### src/rtl/conv_psum_collector.sv
// rtl/conv_psum_collector.sv - conv row psum collector: warm-up discard, requantize, output FIFO
//
// Purpose
//   Consumes the saturated psum stream of one conv row. The first KERNEL_SIZE-1 samples
//   of every row are warm-up samples (the kernel window is not yet full), so they are dropped.
//   Every accepted sample is arithmetically shifted right by SHIFT, saturated to a signed
//   OUT_BW value and queued in a FIFO_DEPTH-entry FIFO behind a valid/ready output.
//   A one-cycle pulse marks the end of each IMG_W-sample row. A sticky flag records any
//   accepted sample that was lost because the FIFO was full.
//
// Configuration
//   CONV_COLLECT_RELU_EN : when defined, negative psums are clamped to 0 before the shift,
//                          so the output range becomes [0, 2**(OUT_BW-1)-1].
//
// Ports
//   clk          in   1       clock, rising edge
//   rst_n        in   1       asynchronous active-low reset
//   i_valid      in   1       i_psum holds a valid sample
//   i_psum       in   SUM_BW  signed psum from the conv row
//   i_row_start  in   1       restart the column count (new row)
//   i_ready      in   1       consumer accepts o_data this cycle
//   o_valid      out  1       FIFO not empty
//   o_data       out  OUT_BW  FIFO head, signed requantized activation
//   o_row_done   out  1       one-cycle pulse after the last sample of a row
//   o_overflow   out  1       sticky: an accepted sample was dropped

module conv_psum_collector #(
   parameter int KERNEL_SIZE = 5,
   parameter int SUM_BW      = 16,
   parameter int OUT_BW      = 8,
   parameter int SHIFT       = 4,
   parameter int IMG_W       = 32,
   parameter int COL_BW      = 6,
   parameter int FIFO_DEPTH  = 4
) (
   input  logic                     clk,
   input  logic                     rst_n,
   input  logic                     i_valid,
   input  logic signed [SUM_BW-1:0] i_psum,
   input  logic                     i_row_start,
   input  logic                     i_ready,
   output logic                     o_valid,
   output logic signed [OUT_BW-1:0] o_data,
   output logic                     o_row_done,
   output logic                     o_overflow
);

   localparam int PTR_BW = $clog2(FIFO_DEPTH);
   localparam int CNT_BW = PTR_BW + 1;

   // Saturation thresholds expressed at psum width; ~SAT_HI equals -(2**(OUT_BW-1)).
   localparam logic signed [SUM_BW-1:0] SAT_HI = SUM_BW'(2 ** (OUT_BW - 1) - 1);
   localparam logic signed [SUM_BW-1:0] SAT_LO = ~SAT_HI;
   localparam logic signed [OUT_BW-1:0] OUT_MAX = {1'b0, {(OUT_BW - 1){1'b1}}};
   localparam logic signed [OUT_BW-1:0] OUT_MIN = {1'b1, {(OUT_BW - 1){1'b0}}};

   logic [COL_BW-1:0]        col;
   logic [COL_BW-1:0]        eff_col;
   logic                     last_col;
   logic                     accept;
   logic                     pop;
   logic                     push;
   logic                     drop;

   logic signed [SUM_BW-1:0] psum_in;
   logic signed [SUM_BW-1:0] shifted;
   logic signed [OUT_BW-1:0] wdata;

   logic signed [OUT_BW-1:0] mem [FIFO_DEPTH];
   logic [PTR_BW-1:0]        wr_ptr;
   logic [PTR_BW-1:0]        rd_ptr;
   logic [PTR_BW-1:0]        rd_ptr_nxt;
   logic [CNT_BW-1:0]        count;
   logic signed [OUT_BW-1:0] data_q;
   logic                     row_done_q;
   logic                     overflow_q;

   // Column tracking and accept decision. A row start in the same cycle as a sample makes
   // that sample column 0.
   always_comb begin
      eff_col  = i_row_start ? '0 : col;
      last_col = (eff_col == COL_BW'(IMG_W - 1));
      accept   = i_valid && (eff_col >= COL_BW'(KERNEL_SIZE - 1));
   end

   // Requantization. With ReLU enabled psum_in is never negative, so the lower saturation
   // branch can never fire and the effective lower bound is 0.
   always_comb begin
`ifdef CONV_COLLECT_RELU_EN
      psum_in = i_psum[SUM_BW-1] ? '0 : i_psum;
`else
      psum_in = i_psum;
`endif
      shifted = psum_in >>> SHIFT;
      if (shifted > SAT_HI) begin
         wdata = OUT_MAX;
      end else if (shifted < SAT_LO) begin
         wdata = OUT_MIN;
      end else begin
         wdata = shifted[OUT_BW-1:0];
      end
   end

   // A full FIFO still takes a sample when the head leaves in the same cycle.
   always_comb begin
      pop        = (count != '0) && i_ready;
      push       = accept && ((count != CNT_BW'(FIFO_DEPTH)) || pop);
      drop       = accept && !push;
      rd_ptr_nxt = rd_ptr + 1'b1;
   end

   always_ff @(posedge clk or negedge rst_n) begin
      if (!rst_n) begin
         col        <= '0;
         row_done_q <= 1'b0;
      end else begin
         row_done_q <= i_valid && last_col;
         if (i_valid) begin
            col <= last_col ? '0 : eff_col + 1'b1;
         end else if (i_row_start) begin
            col <= '0;
         end
      end
   end

   // Storage carries no reset; only entries between the pointers are ever read.
   always_ff @(posedge clk) begin
      if (push) begin
         mem[wr_ptr] <= wdata;
      end
   end

   always_ff @(posedge clk or negedge rst_n) begin
      if (!rst_n) begin
         wr_ptr     <= '0;
         rd_ptr     <= '0;
         count      <= '0;
         overflow_q <= 1'b0;
      end else begin
         if (push) begin
            wr_ptr <= wr_ptr + 1'b1;
         end
         if (pop) begin
            rd_ptr <= rd_ptr_nxt;
         end
         case ({push, pop})
            2'b10:   count <= count + 1'b1;
            2'b01:   count <= count - 1'b1;
            default: count <= count;
         endcase
         if (drop) begin
            overflow_q <= 1'b1;
         end
      end
   end

   // Registered head copy: it tracks the FIFO head while non-empty and keeps the last
   // value once the FIFO drains. The new head comes from the write data when the
   // FIFO is (or becomes) empty before this push, else from the next stored entry.
   always_ff @(posedge clk or negedge rst_n) begin
      if (!rst_n) begin
         data_q <= '0;
      end else begin
         if (push && ((count == '0) || (pop && (count == CNT_BW'(1))))) begin
            data_q <= wdata;
         end else if (pop && (count > CNT_BW'(1))) begin
            data_q <= mem[rd_ptr_nxt];
         end
      end
   end

   assign o_valid    = (count != '0);
   assign o_data     = data_q;
   assign o_row_done = row_done_q;
   assign o_overflow = overflow_q;

endmodule

### config.mk
export PLATFORM = sky130hd
export DESIGN_NAME = conv_psum_collector
export DESIGN_NICKNAME = d
export VERILOG_FILES = /design/src/rtl/conv_psum_collector.sv
export SDC_FILE = /design/constraint.sdc
export NUM_CORES = 1
export LEC_CHECK = 0
export CAP_MARGIN = 30
export CORE_MARGIN = 2
export CORE_UTILIZATION = 55
export CTS_CLUSTER_DIAMETER = 50
export DETAILED_ROUTE_END_ITERATION = 10
export HOLD_SLACK_MARGIN = 0.12
export PLACE_DENSITY = 0.81
export SYNTH_ARGS = -nofsm -noshare
export SYNTH_HDL_FRONTEND = slang
export SYNTH_SLANG_ARGS = --single-unit
### constraint.sdc
create_clock -name clk -period 2.7 [get_ports clk]
set_input_delay 0.54 -clock clk [delete_from_list [all_inputs] [get_ports clk]]
set_output_delay 0.54 -clock clk [all_outputs]
set_load 0.005 [all_outputs]
# After elaboration in Yosys (flattened, before gate mapping)

Memory sizes are Yosys's and may differ from the RTL's.
Index checks and enable logic that the tools add are counted.

Register bits: 23
Memory bits (writable): 32
Input bits: 21
Word-level logic and storage cells: 47
Memories: 1

Add/subtract/negate cells: 5
Order comparisons: 4
Equality and inequality tests: 5
Muxes and demuxes: 10
Reductions and logical operators: 15

Memory list:

| memory | words | bits a word | read ports | clocked after Yosys merged registers in | wr ports | line | RTL |
|---|---|---|---|---|---|---|---|
| mem    | 4     | 8           | 1          | 0                                       | 1        | 69   | `logic signed [OUT_BW-1:0] mem [FIFO_DEPTH];` |

Operators with widths:

| operator                                                                             | count |
|---|---|
| 8-bit 2-to-1 mux                                                                     | 4 |
| 6-bit 2-to-1 mux                                                                     | 3 |
| 12-bit by 8-bit greater-than comparator with 1-bit output (second input constant)    | 1 |
| 12-bit by 8-bit < comparator with 1-bit output (second input constant)               | 1 |
| 1-bit logical AND                                                                    | 8 |
| 6-bit by 1-bit adder with 6-bit output (second input constant)                       | 1 |
| 6-bit by 5-bit == test with 1-bit output (second input constant)                     | 1 |
| 6-bit by 3-bit greater-or-equal comparator with 1-bit output (second input constant) | 1 |
| 3-bit one-hot mux with 2 select lines                                                | 1 |
| 2-bit by 1-bit adder with 2-bit output (second input constant)                       | 2 |
| 2-bit nonzero test                                                                   | 2 |
| 3-bit by 1-bit adder with 3-bit output (second input constant)                       | 1 |
| 3-bit by 1-bit == test with 1-bit output (second input constant)                     | 1 |
| 3-bit by 1-bit greater-than comparator with 1-bit output (second input constant)     | 1 |
| 3-bit logical NOT                                                                    | 1 |
| 3-bit != test (second input constant)                                                | 1 |
| 3-bit nonzero test                                                                   | 1 |
| 3-bit by 1-bit subtractor with 3-bit output (second input constant)                  | 1 |
| 2-bit by 1-bit == test with 1-bit output (second input constant)                     | 1 |
| 2-bit == test (second input constant)                                                | 1 |
| 1-bit logical OR                                                                     | 2 |
| 1-bit 2-to-1 mux                                                                     | 2 |
| 1-bit logical NOT                                                                    | 1 |

# Longest topological paths before layout

Gate-level depths: netlist (run 1).

Depth in word-level cells: 6
Gate-level depth with buffers: 8

# Worst setup path before layout (run 1)

OpenSTA, ideal clock, no wires.

Kind: input to register
Start: input port i_row_start
End: register count[2]
Setup time: 0.080 ns
Arrival: 1.910 ns
Required time: 2.620 ns
Setup slack: 0.710 ns
Stages on the path: 7
Buffers on the path: 1
Cell sequence: buf_2 nand2b_4 a311oi_2 inv_1 ha_1 nor2_1 xnor2_1

Word-level cells in the longest chain between the ends: 6

RTL lines:

| what                                                                        | line | RTL |
|---|---|---|
| start: declaration                                                          | 40   | `input logic i_row_start,` |
| 6-bit 2-to-1 mux *                                                          | --   |  |
| 6-bit by 3-bit greater-or-equal comparator with 1-bit output *              | 83   | `accept = i_valid && (eff_col >= COL_BW'(KERNEL_SIZE - 1));` |
| 1-bit logical AND *                                                         | 83   |  |
| 1-bit logical AND *                                                         | 107  | `push = accept && ((count != CNT_BW'(FIFO_DEPTH)) \|\| pop);` |
| 2-bit by 1-bit == test with 1-bit output or 2-bit == test (tied branches)   | 146  | `case ({push, pop})` |
| 3-bit one-hot mux with 2 select lines or 2-bit nonzero test (tied branches) | --   |  |
| end signal: assignment                                                      | 147  | `2'b10: count <= count + 1'b1;` |
| end signal: assignment                                                      | 148  | `2'b01: count <= count - 1'b1;` |
| end signal: assignment                                                      | 149  | `default: count <= count;` |
| end: declaration                                                            | 73   | `logic [CNT_BW-1:0] count;` |

Mark *: on every way between the ends. The rest lies on a longest branch, timed or not.
A chain may end at the register's enable or synchronous reset.

# Worst setup path after layout (run 1)

Start: register count[0]
End: output port o_valid

Word-level cells in the longest chain between the ends: 1

RTL lines:

| what               | line | RTL |
|---|---|---|
| 3-bit nonzero test | 172  | `assign o_valid = (count != '0);` |
| end: declaration   | 42   | `output logic o_valid,` |

No other way between the ends.

==> impl_metrics.json, run 1 <==
{
  "dieHeight_microns": 73.7,
  "synth_area_sq_um": 2670,
  "wl_met1_mm": 2.22,
  "synth_cell_types": 38,
  "die-area_sq_um": 5430,
  "min_period_ps": 2290,
  "final_nets": 267,
  "antenna_cells": 0,
  "drtPass1Iterations": 4,
  "cts_resized": 0,
  "grt_max_degree": 24,
  "worst_slack_ps": 413,
  "worst_clock_skew_ps": 9.06,
  "synth_warnings": 0,
  "arrival_ps": 1750,
  "finalSetupViolCount": 0,
  "fmax_ghz": 0.437,
  "clockBufferDepth": 2,
  "synth_nets": 238,
  "core_sq_um": 4690,
  "drc": 0,
  "min-delay-path-class": "reg2reg",
  "synthCells": 206,
  "cts_num_sinks": 55,
  "ir_drop_mv": 0.453,
  "start_util_pct": 57.0,
  "ys_seq_elements": 55,
  "cts_buffers": 5,
  "root_buffer": "clkbuf_8",
  "grt.overflow.total": 0,
  "outcome": "finished, final reports clean",
  "drt-initial-drc-count": 125,
  "critPathKind": "reg2out",
  "wl_per_cell_microns": 17.2,
  "port_buffers": 27,
  "finalMaxSlewViolations": 0,
  "async_reset_ff_share_pct": 41.8,
  "end_kind": "output pin",
  "crit_fanout": 7,
  "synthDominantCellAreaShare_pct": 36.0,
  "rsz0062_at_grt": "false",
  "yosys-top-cells-count": "edfxtp_1 (32), dfrtp_1 (23), nand2_1 (15)",
  "gp_congestion": 0.852,
  "wirelength_mm": 4.98,
  "vias": 1711,
  "synth_largest_area_cell": "edfxtp_1",
  "cts_setup_buffers": 0,
  "fill_cells": 343,
  "start_kind": "flip-flop",
  "highest-signal-layer": "met4",
  "hpwl_mm": 3.49,
  "grt_pass1_vias": 1600,
  "io-pin-count": 32,
  "clock_latency_ps": 310,
  "dp_slack_ps": 233,
  "num_rows": 25,
  "postSynthAreaPerCell_sq_um": 13.0,
  "holdBufCountCts": 0,
  "leakage_nw": 1.16,
  "drive_above_1_share_pct": 14.0,
  "die_w_microns": 73.7,
  "area_delta_synth_final_pct": 16.9,
  "clk_pin_slew_ps": 90,
  "power_density_nw_per_um2": 811,
  "antenna_found_initial": 0,
  "synth-edff-count": 32,
  "synth_area_leaders": "edfxtp_1 (36%), dfrtp_1 (22%), mux4_2 (6.7%)",
  "yosys_most_used_dff": "edfxtp_1",
  "finalSetupTns_ps": 0,
  "grt.total_usage_pct": 19.9,
  "htreeDepth": 2,
  "grt_pass1_wl_mm": 7.85,
  "cap_violations": 0,
  "yosysMostFrequentCell": "edfxtp_1",
  "worstMarginPinSlew_ps": 753,
  "critPathRequiredTime_ps": 2160,
  "cts_tree": "yes",
  "hold_viol_final": 0,
  "dr_wl_met3_microns": 209,
  "vias_per_cell": 5.90,
  "relSlewSlack_pct": 49.5,
  "yosysSeqAreaShare_pct": 57.5,
  "period_share_pct": 84.7,
  "met2_length_mm": 2.48,
  "antenna_left": 0
}
## final cells by class
cell class / instances / area (sq um) / share of cell area (%)
well taps: 54 / 67.6 / 2.16
inverters: 10 / 37.5 / 1.20
repair buffers: 37 / 345 / 11.1
flip-flops and latches: 55 / 1540 / 49.2
clock inverters: 3 / 38.8 / 1.24
multi-input cells: 126 / 1030 / 32.9
clock buffers: 5 / 68.8 / 2.20
## critical path: stages, from the launching register on
cell,delay (ps)
dfrtp_1,440
inv_1,100
ha_1,300
nand2_1,100
clkdlybuf4s50_1,500
## layout by cell type, fill, tap and decap left out, types with 2 or more instances in the layout
master / count
a221oi_1: 7
edfxtp_1: 32
nor2_1: 13
nand2b_1: 2
a21oi_1: 4
xnor2_1: 7
dfrtp_1: 23
inv_2: 2
a32oi_1: 8
nand2_1: 15
a21boi_0: 8
inv_1: 8
clkdlybuf4s50_1: 27
and2_1: 4
mux4_2: 8
buf_4: 10
nand4_1: 9
o21ai_1: 12
ha_1: 11
xor2_1: 2
clkbuf_8: 5
## final timing paths
kind	startpoint	to	slack (ps)	cells after the start
worst max register to register	count[0]	mem[0][5]	530	4
worst max-delay path	count[0]	o_valid	410	4
worst min-delay path	o_overflow	o_overflow	480	1
max in group asynchronous	rst_n	wr_ptr[0]	1880	2
worst min register to register	o_overflow	o_overflow	480	1
min in group asynchronous	rst_n	o_data[3]	580	2
## cell families after synthesis
| family | synth area share, % |
|---|---|
| muxes | 7.12 |
| DFF | 57.5 |
| xor gates and xnor gates | 2.95 |
| buffers and inverters | 4.03 |
| adders and majority gates | 5.15 |
| and+or+nand+nor | 11.4 |
| AOI/OAI and AO/OA | 11.9 |
## flip-flops by register name (all words and copies together) (netlist names)
register / cells
count: 3
o_row_done: 1
o_overflow: 1
o_data: 8
wr_ptr: 2
rd_ptr: 2
mem: 32
col: 6
## per-layer routing
metal / track usage (%) / up-vias
li1: - / 829
met1: 27.3 / 826
met2: 31.4 / 49
met3: 4.12 / 7
met4: 7.47 / 0
met5: 0 / -
## power breakdown
| group | internal [mW] | total (mW) | switching [mW] |
|---|---|---|---|
| combinational | 0.446 | 0.813 | 0.366 |
| clock | 0.272 | 0.532 | 0.260 |
| sequential | 1.01 | 1.19 | 0.173 |
| total | 1.73 | 2.53 | 0.800 |
## per-stage QoR
stage | utilization [%] | cell area [sq um] | power (mW) | instances | hold slack (ps)
5_1_grt | 66.6 | 3120 | 2.67 | 290 | 493
4_1_cts | 66.6 | 3120 | 2.55 | 290 | 476
3_3_place_gp | 64.3 | 3020 | 1.97 | 282 | 451
2_1_floorplan | - | 2670 | 1.71 | 206 | 244
3_5_place_dp | 64.3 | 3020 | 2.02 | 282 | 458
6_report | 66.6 | 3120 | 2.53 | 290 | 476
(Power assumes the default switching activity.)
==> inputs of run 2 (changes only) <==
CORE_UTILIZATION = 50   (was 55)
PLACE_DENSITY = 0.78   (was 0.81)
clock period = 1.8 ns   (was 2.7 ns; I/O delays follow)
==> run 2 against run 1 <==
Against the previous run:
- global-route usage fell by 1.3 points
- wire length increased by 1.5%
- flip-flop and latch count stayed put
- clock skew shrank 2.5 ps
- first-iteration DRC count is 36% lower
- register-to-register slack got worse by 500 ps
- count of clock-buffer cells in the layout unchanged
- largest power group unchanged
- highest routed layer unchanged
- clock power grew 33%
- critical endpoint is now count[2]
- combinational power rose by 97%
- sequential share of layout area down 4.3 points
- sequential power increased by 41%
==> impl_metrics.json, run 2 (synthesis results as in run 1) <==
{
  "drive_above_1_share_pct": 27.2,
  "clk_pin_slew_ps": 100,
  "cts_num_sinks": 55,
  "grt_pass1_wl_mm": 8.64,
  "min_period_ps": 1770,
  "final_nets": 296,
  "cts_buffers": 5,
  "vias": 1818,
  "cts_tree": "yes",
  "drtPass1Iterations": 4,
  "critPathKind": "reg2reg",
  "leakage_nw": 1.31,
  "area_delta_synth_final_pct": 28.0,
  "hold_viol_final": 0,
  "ir_drop_mv": 0.485,
  "arrival_ps": 1980,
  "fmax_ghz": 0.564,
  "wirelength_mm": 5.05,
  "min-delay-path-class": "in2async",
  "relSlewSlack_pct": 70.6,
  "grt.overflow.total": 0,
  "dp_slack_ps": -348,
  "antenna_cells": 0,
  "critPathRequiredTime_ps": 2010,
  "wl_per_cell_microns": 15.1,
  "antenna_found_initial": 0,
  "fill_cells": 396,
  "start_util_pct": 52.0,
  "stdcell_count": 335,
  "root_buffer": "clkbuf_8",
  "gp_congestion": 0.734,
  "outcome": "finished, final reports clean",
  "port_buffers": 27,
  "holdWs_ps": 393,
  "worst_clock_skew_ps": 6.56,
  "clockBufferDepth": 2,
  "finalSetupViolCount": 0,
  "grt_pass1_vias": 1899,
  "worst_slack_ps": 26.8,
  "final_common_cell": "buf_4",
  "dieHeight_microns": 77.1,
  "die_w_microns": 77.1,
  "regMostFlops": "mem",
  "final_cell_mix": "buf_4 (37), edfxtp_1 (32), clkdlybuf4s50_1 (26)",
  "multi_input_area_sq_um": 1090,
  "drt-initial-drc-count": 80,
  "num_rows": 26,
  "antenna_left": 0,
  "core_sq_um": 5140,
  "die-area_sq_um": 5950,
  "finalMaxSlewViolations": 0,
  "clock_latency_ps": 310,
  "largest_register_ffs": 32,
  "rsz0062_at_grt": "true",
  "crit_fanout": 3,
  "end_kind": "flip-flop",
  "period_share_pct": 98.5,
  "seqCellArea_sq_um": 1540,
  "htreeDepth": 2,
  "grt.total_usage_pct": 18.6,
  "power_density_nw_per_um2": 1170,
  "hpwl_mm": 3.81,
  "drc": 0,
  "holdBufCountCts": 0,
  "dp_cells": 327,
  "start_kind": "flip-flop",
  "cap_violations": 0,
  "worstMarginPinSlew_ps": 440,
  "grt_max_degree": 24,
  "io-pin-count": 32,
  "vias_per_cell": 5.43
}
-- run 2: cell types whose count changed in the layout (fill, tap and decap cells not counted), moves of 2 or more --
| cell | delta |
|---|---|
| ha_1 | -2 |
| and2_1 | -4 |
| and2_4 | +4 |
| ha_4 | +2 |
| buf_4 | +27 |
-- run 2: cell type report --
type | instances | area share, %
sequential | 55 | 44.9
clock buffer | 5 | 2.01
multi-input combinational | 126 | 31.7
clock inverter | 3 | 0.804
tap | 70 | 2.56
timing repair buffer | 66 | 16.9
inverter | 10 | 1.10
-- run 2: repair_timing --
| action | CTS | global route |
|---|---|---|
| setup endpoints to repair | 3 | 36 |
| pin swaps | 1 | 0 |
| resized for setup | 4 | 8 |
| setup buffers | 4 | 0 |
-- run 2: metal layers --
layer	GRT usage [%]	wire length, microns	part of all wire [%]	up-vias
met5	0	0	0	-
met4	7.50	82	1.6	0
met3	2.59	161	3.2	5
met2	33.9	2640	52	35
met1	22.2	2170	43	889
li1	-	-	-	889
-- run 2: worst paths after layout --
| check | from | end | slack [ps] | cells past startpoint |
|---|---|---|---|---|
| max in group asynchronous | rst_n | wr_ptr[0] | 1170 | 2 |
| setup reg to reg | count[1] | count[2] | 30 | 9 |
| setup / recovery | count[1] | count[2] | 30 | 9 |
| hold reg to reg | o_overflow | o_overflow | 480 | 1 |
| min in group clk | o_overflow | o_overflow | 480 | 1 |
| hold / removal | rst_n | col[3] | 390 | 2 |
-- run 2: worst max-delay path, cell delays in order, from the launching register on --
cell and delay (ps):
dfrtp_1 380, inv_2 70, ha_4 170, buf_4 130
a311oi_4 290, inv_1 120, ha_4 180, mux2i_1 140
nor2_1 70, xnor2_1 120
-- run 2: stage by stage --
| stage | utilization [%] | total power [mW] | TNS, ps | area (sq um) |
|---|---|---|---|---|
| 6_report | 66.6 | 3.99 | 0 | 3420 |
| 5_1_grt | 66.6 | 4.24 | -84.1 | 3420 |
| 4_1_cts | 67.5 | 3.98 | 0 | 3470 |
| 3_5_place_dp | 64.8 | 3.18 | -14850 | 3330 |
| 3_3_place_gp | 64.8 | 3.11 | -12050 | 3330 |
| 2_1_floorplan | - | 2.59 | 0 | 2690 |
-- run 2: power by group --
part / leakage [nW] / internal (mW) / total, mW / switching (mW)
sequential: 0.578 / 1.52 / 1.68 / 0.161
combinational: 0.682 / 0.895 / 1.60 / 0.708
clock: 0.0467 / 0.289 / 0.705 / 0.416
total: 1.31 / 2.71 / 3.99 / 1.29
